===== config.mk =====
export PLATFORM = sky130hd
export DESIGN_NAME = adc128s_resp
export DESIGN_NICKNAME = d
export VERILOG_FILES = /design/src/rtl/adc128s_resp.sv
export SDC_FILE = /design/constraint.sdc
export NUM_CORES = 1
export LEC_CHECK = 0
export ABC_CLOCK_PERIOD_IN_PS = 1950
export BUFFER_PORTS_ARGS = -buffer_cell sky130_fd_sc_hd__buf_4
export CAP_MARGIN = 20
export CORE_MARGIN = 10
export CORE_UTILIZATION = 48
export DETAILED_ROUTE_END_ITERATION = 6
export PLACE_DENSITY = 0.67
export SLEW_MARGIN = 5
export SYNTH_ARGS = -nofsm -noshare
export SYNTH_HDL_FRONTEND = slang
export SYNTH_SLANG_ARGS = --single-unit

===== constraint.sdc =====
create_clock -name clk -period 1.95 [get_ports clk]
set_input_delay 0.195 -clock clk [delete_from_list [all_inputs] [get_ports clk]]
set_output_delay 0.195 -clock clk [all_outputs]
set_load 0.01 [all_outputs]

===== src/rtl/adc128s_resp.sv =====
// adc128s_resp: SPI responder that emulates an 8-channel, 12-bit A2D.
// All SPI pins are oversampled on clk. Each 16-bit transaction returns
// {4'h0, mem[chnl_ptr]}. A good transaction (exactly 16 SCLK rises) latches
// bits[13:11] of the received command as the channel for the next response.
//
// Ports:
//   clk, rst_n        system clock, asynchronous active-low reset
//   SS_n, SCLK, MOSI  SPI inputs from the master (asynchronous)
//   MISO              SPI data to the master
//   wr, wr_chnl,      register-file write port; writes first into a load
//   wr_data           that happens in the same cycle
//   done / err        one-cycle pulse at SS_n rise: good / malformed transaction
//   last_chnl         channel decoded from the most recent good transaction
module adc128s_resp #(
  parameter int unsigned SYNC_STAGES = 2
) (
  input  logic        clk,
  input  logic        rst_n,
  input  logic        SS_n,
  input  logic        SCLK,
  input  logic        MOSI,
  output logic        MISO,
  input  logic        wr,
  input  logic [2:0]  wr_chnl,
  input  logic [11:0] wr_data,
  output logic        done,
  output logic        err,
  output logic [2:0]  last_chnl
);

  localparam int unsigned WORD_W = 16;
  localparam int unsigned DATA_W = 12;
  localparam int unsigned CNT_W  = 5;
  localparam int unsigned NCHNL  = 8;
  localparam logic [CNT_W-1:0] CNT_FULL = CNT_W'(16);
  localparam logic [CNT_W-1:0] CNT_SAT  = CNT_W'(17);

  typedef enum logic {IDLE, ACTIVE} state_e;

  // Synchronizers, one extra delay stage, and edge strobes
  logic [SYNC_STAGES-1:0] ss_sync_q, sclk_sync_q, mosi_sync_q;
  logic                   ss_prev_q, sclk_prev_q, mosi_prev_q;
  logic [SYNC_STAGES:0]   warm_q;
  logic                   ss_fall_q, ss_rise_q, sclk_fall_q, sclk_rise_q;
  logic                   ss_s, sclk_s, mosi_s;

  assign ss_s   = ss_sync_q[SYNC_STAGES-1];
  assign sclk_s = sclk_sync_q[SYNC_STAGES-1];
  assign mosi_s = mosi_sync_q[SYNC_STAGES-1];

  // warm_q fills with ones after reset; strobes are suppressed until the
  // delay stage holds a real pin sample, so an SS_n already low at reset
  // release is not mistaken for a fall.
  always_ff @(posedge clk or negedge rst_n) begin
    if (!rst_n) begin
      ss_sync_q   <= '1;
      sclk_sync_q <= '1;
      mosi_sync_q <= '0;
      ss_prev_q   <= 1'b1;
      sclk_prev_q <= 1'b1;
      mosi_prev_q <= 1'b0;
      warm_q      <= '0;
      ss_fall_q   <= 1'b0;
      ss_rise_q   <= 1'b0;
      sclk_fall_q <= 1'b0;
      sclk_rise_q <= 1'b0;
    end else begin
      ss_sync_q   <= {ss_sync_q[SYNC_STAGES-2:0], SS_n};
      sclk_sync_q <= {sclk_sync_q[SYNC_STAGES-2:0], SCLK};
      mosi_sync_q <= {mosi_sync_q[SYNC_STAGES-2:0], MOSI};
      ss_prev_q   <= ss_s;
      sclk_prev_q <= sclk_s;
      mosi_prev_q <= mosi_s;
      warm_q      <= {warm_q[SYNC_STAGES-1:0], 1'b1};
      ss_fall_q   <= warm_q[SYNC_STAGES] &  ss_prev_q   & ~ss_s;
      ss_rise_q   <= warm_q[SYNC_STAGES] & ~ss_prev_q   &  ss_s;
      sclk_fall_q <= warm_q[SYNC_STAGES] &  sclk_prev_q & ~sclk_s;
      sclk_rise_q <= warm_q[SYNC_STAGES] & ~sclk_prev_q &  sclk_s;
    end
  end

  // Register file
  logic [DATA_W-1:0] mem_q [NCHNL];

  always_ff @(posedge clk or negedge rst_n) begin
    if (!rst_n) begin
      for (int unsigned i = 0; i < NCHNL; i++) mem_q[i] <= '0;
    end else if (wr) begin
      mem_q[wr_chnl] <= wr_data;
    end
  end

  // Datapath and FSM registers
  state_e            state_q, state_d;
  logic [WORD_W-1:0] tx_q, tx_d;
  logic [13:0]       rx_q, rx_d;      // only bits[13:11] of the word are used
  logic [CNT_W-1:0]  cnt_q, cnt_d;
  logic [2:0]        ptr_q, ptr_d;
  logic [2:0]        last_q, last_d;
  logic              done_q, done_d;
  logic              err_q, err_d;
  logic              miso_q, miso_d;
  logic [DATA_W-1:0] load_word_c;

  // Write-first bypass into the response load
  assign load_word_c = (wr && (wr_chnl == ptr_q)) ? wr_data : mem_q[ptr_q];

  // State register
  always_ff @(posedge clk or negedge rst_n) begin
    if (!rst_n) state_q <= IDLE;
    else        state_q <= state_d;
  end

  // Next-state logic
  always_comb begin
    state_d = state_q;
    case (state_q)
      IDLE:   if (ss_fall_q) state_d = ACTIVE;
      ACTIVE: if (ss_rise_q) state_d = IDLE;
    endcase
  end

  // Datapath / output next values
  always_comb begin
    tx_d   = tx_q;
    rx_d   = rx_q;
    cnt_d  = cnt_q;
    ptr_d  = ptr_q;
    last_d = last_q;
    done_d = 1'b0;
    err_d  = 1'b0;
    case (state_q)
      IDLE: begin
        if (ss_fall_q) begin
          tx_d  = {4'h0, load_word_c};
          cnt_d = '0;
        end
      end
      ACTIVE: begin
        if (sclk_rise_q) begin
          rx_d = {rx_q[12:0], mosi_prev_q};
          if (cnt_q != CNT_SAT) cnt_d = cnt_q + CNT_W'(1);
        end
        // A fall before the first rise is the master's leading edge; no shift.
        if (sclk_fall_q && (cnt_q != '0)) tx_d = {tx_q[WORD_W-2:0], 1'b0};
        if (ss_rise_q) begin
          if (cnt_q == CNT_FULL) begin
            ptr_d  = rx_q[13:11];
            last_d = rx_q[13:11];
            done_d = 1'b1;
          end else begin
            err_d  = 1'b1;
          end
        end
      end
    endcase
    miso_d = (state_d == ACTIVE) ? tx_d[WORD_W-1] : 1'b0;
  end

  always_ff @(posedge clk or negedge rst_n) begin
    if (!rst_n) begin
      tx_q   <= '0;
      rx_q   <= '0;
      cnt_q  <= '0;
      ptr_q  <= '0;
      last_q <= '0;
      done_q <= 1'b0;
      err_q  <= 1'b0;
      miso_q <= 1'b0;
    end else begin
      tx_q   <= tx_d;
      rx_q   <= rx_d;
      cnt_q  <= cnt_d;
      ptr_q  <= ptr_d;
      last_q <= last_d;
      done_q <= done_d;
      err_q  <= err_d;
      miso_q <= miso_d;
    end
  end

  assign MISO      = miso_q;
  assign done      = done_q;
  assign err       = err_q;
  assign last_chnl = last_q;

endmodule


# Yosys cells after proc, flatten, opt, wreduce, memory -nomap -nowiden
# Cells that the tools add are included.
# W data, S select, Z words.
# op_classes
addsub	1
magnitude_cmp	3
eq_ne	7
n_mux	24
n_bitwise	15
reduce_logical	8
# ops
op	n
$bwmux W96	1
$mux W12	4
$bmux W12 S3	1
$demux W12 S3	1
$mux W16	2
$pmux W16 S2	1
$mux W5	3
$pmux W5 S2	1
$mux W1	9
$and A1 B1 Y1	8
$ge A4 B4 Y1 const B	2
$not A3 Y4	2
$reduce_and A3 Y1	2
$add A5 B1 Y5 const B	1
$eq A5 B5 Y1 const B	1
$ne A5 B5 Y1 const B	1
$not A1 Y1	5
$reduce_bool A5 Y1	1
$lt A4 B1 Y1 const B	1
$ne A2 B1 Y1 const B	2
$ne A2 B2 Y1 const B	2
$reduce_and A2 Y1	2
$eq A3 B3 Y1	1
$logic_and A1 B1 Y1	3
$pmux W1 S2	1
# word_totals
reg_bits	154
inputBits	21
output_inout_bits	6
elab_cells	86

# Logic depth before layout (Yosys ltp)
# logic_depth
word_depth	8
mapped_depth	7
depth_no_buf	6

# Worst setup path after synthesis
# No wires, ideal clock.
# synth_timing
kind	register -> register
startpoint	register cnt_q[0]
endpoint	register tx_q[3]
arrival_ps	1848
required_ps	1824
slack_ps	-24
path_stages_with_launch	8
path_buffers	1
path_cell_list	dfrtp_1 -> inv_1 -> ha_1 -> nand2b_1 -> o311ai_1 -> buf_2 -> mux2_2 -> a221o_1
# synth_via
elab_chain_len	4
# synth_rtl
item	line	text
start: declaration	97	logic [CNT_W-1:0] cnt_q, cnt_d;
start signal: assignment	173	cnt_q <= cnt_d;
$reduce_bool A5 Y1	145	if (sclk_fall_q && (cnt_q != '0)) tx_d = {tx_q[WORD_W-2:0], 1'b0};
$logic_and A1 B1 Y1	145	
$ne A2 B1 Y1 (no line)	n/a	
$reduce_and A2 Y1 (no line)	n/a	
end signal: assignment	171	tx_q <= tx_d;
end: declaration	95	logic [WORD_W-1:0] tx_q, tx_d;
# Every way passes these cells.
# A chain may end at the register's enable or synchronous reset.

==> reports/results.tsv <==
metric	value	unit
CTS sink count	154	
share of flip-flops with an asynchronous set or reset	1.000	
CP Capture Type	flop	
syn_area_per_cell	15.43	µm²
post-route worst setup slack	0.02220	ns
Leak	0.003504	µW
nets	514	
via count	3810	
Post-Route WL	13.93	mm
Peak VDD IR	712.4	µV
Worst Path Required	2.25	ns
#FFs+latches synth	154	
CP startpoint kind	flop	
Die H	138.5	µm
Largest stage delay, worst path	0.54	ns
CTS root buffer	clkbuf_16	
CTS tree	yes	
DRC violations left	0	
period utilization	0.9886	
largest fanout on the critical path	6	
largest net degree at the start of global routing	58	
first-pass GRT wire length	22.74	mm
ys flop type	dfrtp_1	
Netlist cell types	38	
Seq/Total Area, Yosys	0.5726	
initial DRC count	252	
final slew viol count	0	
Die W	138.5	µm
Setup TNS	0	ns
mapped cell area	0.006743	mm²
Clock Path Buffers	2	
Top Ports	27	
Hold Crit Class	primary input to flop	
Final Core Density	0.5759	
H-tree Lvls	4	
Post-Syn Nets	461	
Post-synth EDFFs	0	
CP top delay family	multiplexers	
die area	0.01919	mm²
CTS Buf Count	17	
Cells after DPL	642	
final hold vios	0	
slowest CP cell	mux4_1	
vias in the first global route	4206	
Routed WL per cell	20.39	µm
count of input and output buffers	26	
worst slack at placement	-0.03132	ns
Data arrival, critical path	2.23	ns
CORE AREA	0.01383	mm²
Total GRT Usage	0.1484	
layout cells sized above 1	0.4911	
routability cong.	0.7494	
Via-to-Cell Ratio	5.578	
hpwl dp	8.638	mm
Slew HR	0.6285	
Worst Tran Pin Value	0.5567	ns
Worst-path clk slew	0.06	ns
WS Path Type	flop to flop	
pwr dens	1130	mW/mm²
Initial Utilization	0.4876	
outcome	completed	
RSZ-0062 raised after global routing	yes	
gr ovfl total	0	
minimum clock period	1.928	ns
# setup viols final	0	
initial antenna violation count	0	
yosys warns	0	
DR pass1 iterations	4	
Worst-Skew Late Latency	0.42	ns
P&R area growth vs syn	18.09	%
non-filler cells, final	683	
worst path cell trace	buf_4, buf_16, mux4_1, mux2_2, a221o_1	
Cells after Synth	437	
Fmax	518.7	MHz
antenna-violating nets left	0	
clk_skew	0.009780	ns
crit path buf inv count	2	
# diodes	0	
max_cap viols	0	
Rows	43	
[report_power, final]
part | total [µW] | internal [µW] | switching, µW | leakage (µW)
combinational | 1460 | 870 | 585 | 0.00132
clock | 3320 | 2040 | 1280 | 0.000286
sequential | 4230 | 3880 | 348 | 0.00190
[synth_stat cells, types with 2 or more instances]
master | n | area share
a221o_1 | 11 | 0.016
a31oi_1 | 2 | 0.0019
and2_1 | 2 | 0.0019
buf_1 | 8 | 0.0045
buf_2 | 9 | 0.0067
buf_6 | 2 | 0.0033
clkbuf_1 | 4 | 0.0022
dfrtp_1 | 148 | 0.55
dfstp_2 | 6 | 0.023
ha_1 | 3 | 0.0056
inv_1 | 5 | 0.0028
mux2_2 | 127 | 0.21
mux2i_1 | 12 | 0.018
mux4_1 | 19 | 0.074
mux4_2 | 5 | 0.017
nand2_1 | 27 | 0.015
nand2b_1 | 3 | 0.0028
nand3_1 | 6 | 0.0045
nand4_1 | 3 | 0.0028
nand4b_1 | 3 | 0.0039
nor2_1 | 10 | 0.0056
nor3_1 | 2 | 0.0015
nor3b_1 | 2 | 0.0022
xnor2_1 | 3 | 0.0039
xor2_1 | 2 | 0.0026
[kinds of logic after synthesis]
logic type / after synthesis / synth area share
compound gates: 19 / 0.02505
xor+xnor: 5 / 0.006496
fa+ha+maj: 3 / 0.005567
buf+inv: 31 / 0.02542
flops: 154 / 0.5726
mux: 163 / 0.3207
other cells: 1 / 0.0005562
simple gates: 61 / 0.04361
[timing repair]
action,CTS,global route
cloned,1,0
hold buffers,4,0
gates resized for setup,5,16
pin swaps,0,2
setup endpoints to repair,7,13
buffers inserted,3,1
endpoints found under the hold margin,45,0
[path summary, 6_finish.rpt]
path                                     startpoint                       end  slack [ns]  cells after the start
min in group asynchronous                     rst_n       rx_q[9]$_DFFE_PN0P_        0.27                      2
hold reg to reg            mosi_sync_q[1]$_DFF_PN0_     mosi_prev_q$_DFF_PN0_        0.35                      0
hold / removal                           wr_data[7]       tx_q[7]$_DFFE_PN0P_        0.07                      2
setup reg to reg           last_chnl[1]$_DFFE_PN0P_       tx_q[2]$_DFFE_PN0P_        0.02                      5
max in group asynchronous                     rst_n  sclk_sync_q[1]$_DFF_PN1_        1.01                      3
setup / recovery           last_chnl[1]$_DFFE_PN0P_       tx_q[2]$_DFFE_PN0P_        0.02                      5
[flip-flops by register name, indices dropped and copies added, names as in the netlist, 2 cells and up]
name / count
cnt_q: 5
last_chnl: 3
mem_q: 96
mosi_sync_q: 2
rx_q: 14
sclk_sync_q: 2
ss_sync_q: 2
tx_q: 16
warm_q: 3
[layer usage]
layer | GRT usage | up-vias | routed length (µm)
li1 | - | 1719 | -
met4 | 0.04162 | 0 | 64
met1 | 0.1821 | 2027 | 6270
met2 | 0.2472 | 58 | 7130
met5 | 0 | - | 0
met3 | 0.04521 | 6 | 462
[cells in the final DEF (no fill, tap or decap), types with 4 or more instances in the layout]
cell type,netlist,routed
dfrtp_1,148,147
mux2_2,127,127
buf_4,0,49
nand2_1,27,27
mux4_2,5,17
clkbuf_16,0,17
mux2i_1,12,11
a221o_1,11,11
nor2_1,10,9
mux4_1,19,7
nand3_1,6,6
dfstp_2,6,6
buf_12,1,5
inv_1,5,4
clkinv_2,0,4
dlygate4sd3_1,0,4
[stage by stage]
step,instance area [µm²],hold WS (ns),total power [µW]
after global routing,7963,0.06299,9469
after global placement,7279,0.1409,5568
after detailed placement,7279,0.1477,5668
final,7963,0.07152,8999
after floorplan,6745,-0.1006,5196
after CTS,7975,0.06103,9024
[final cells by class]
| type | count | area (µm²) |
|---|---|---|
| clock buffer | 20 | 446.7 |
| clock inverter | 12 | 150.1 |
| fill | 1087 | 5864 |
| inverter | 5 | 18.77 |
| multi-input combinational | 252 | 2713 |
| sequential | 154 | 3862 |
| tap | 180 | 225.2 |
| timing repair buffer | 60 | 546.8 |
Power figures use the tool's default switching activity.
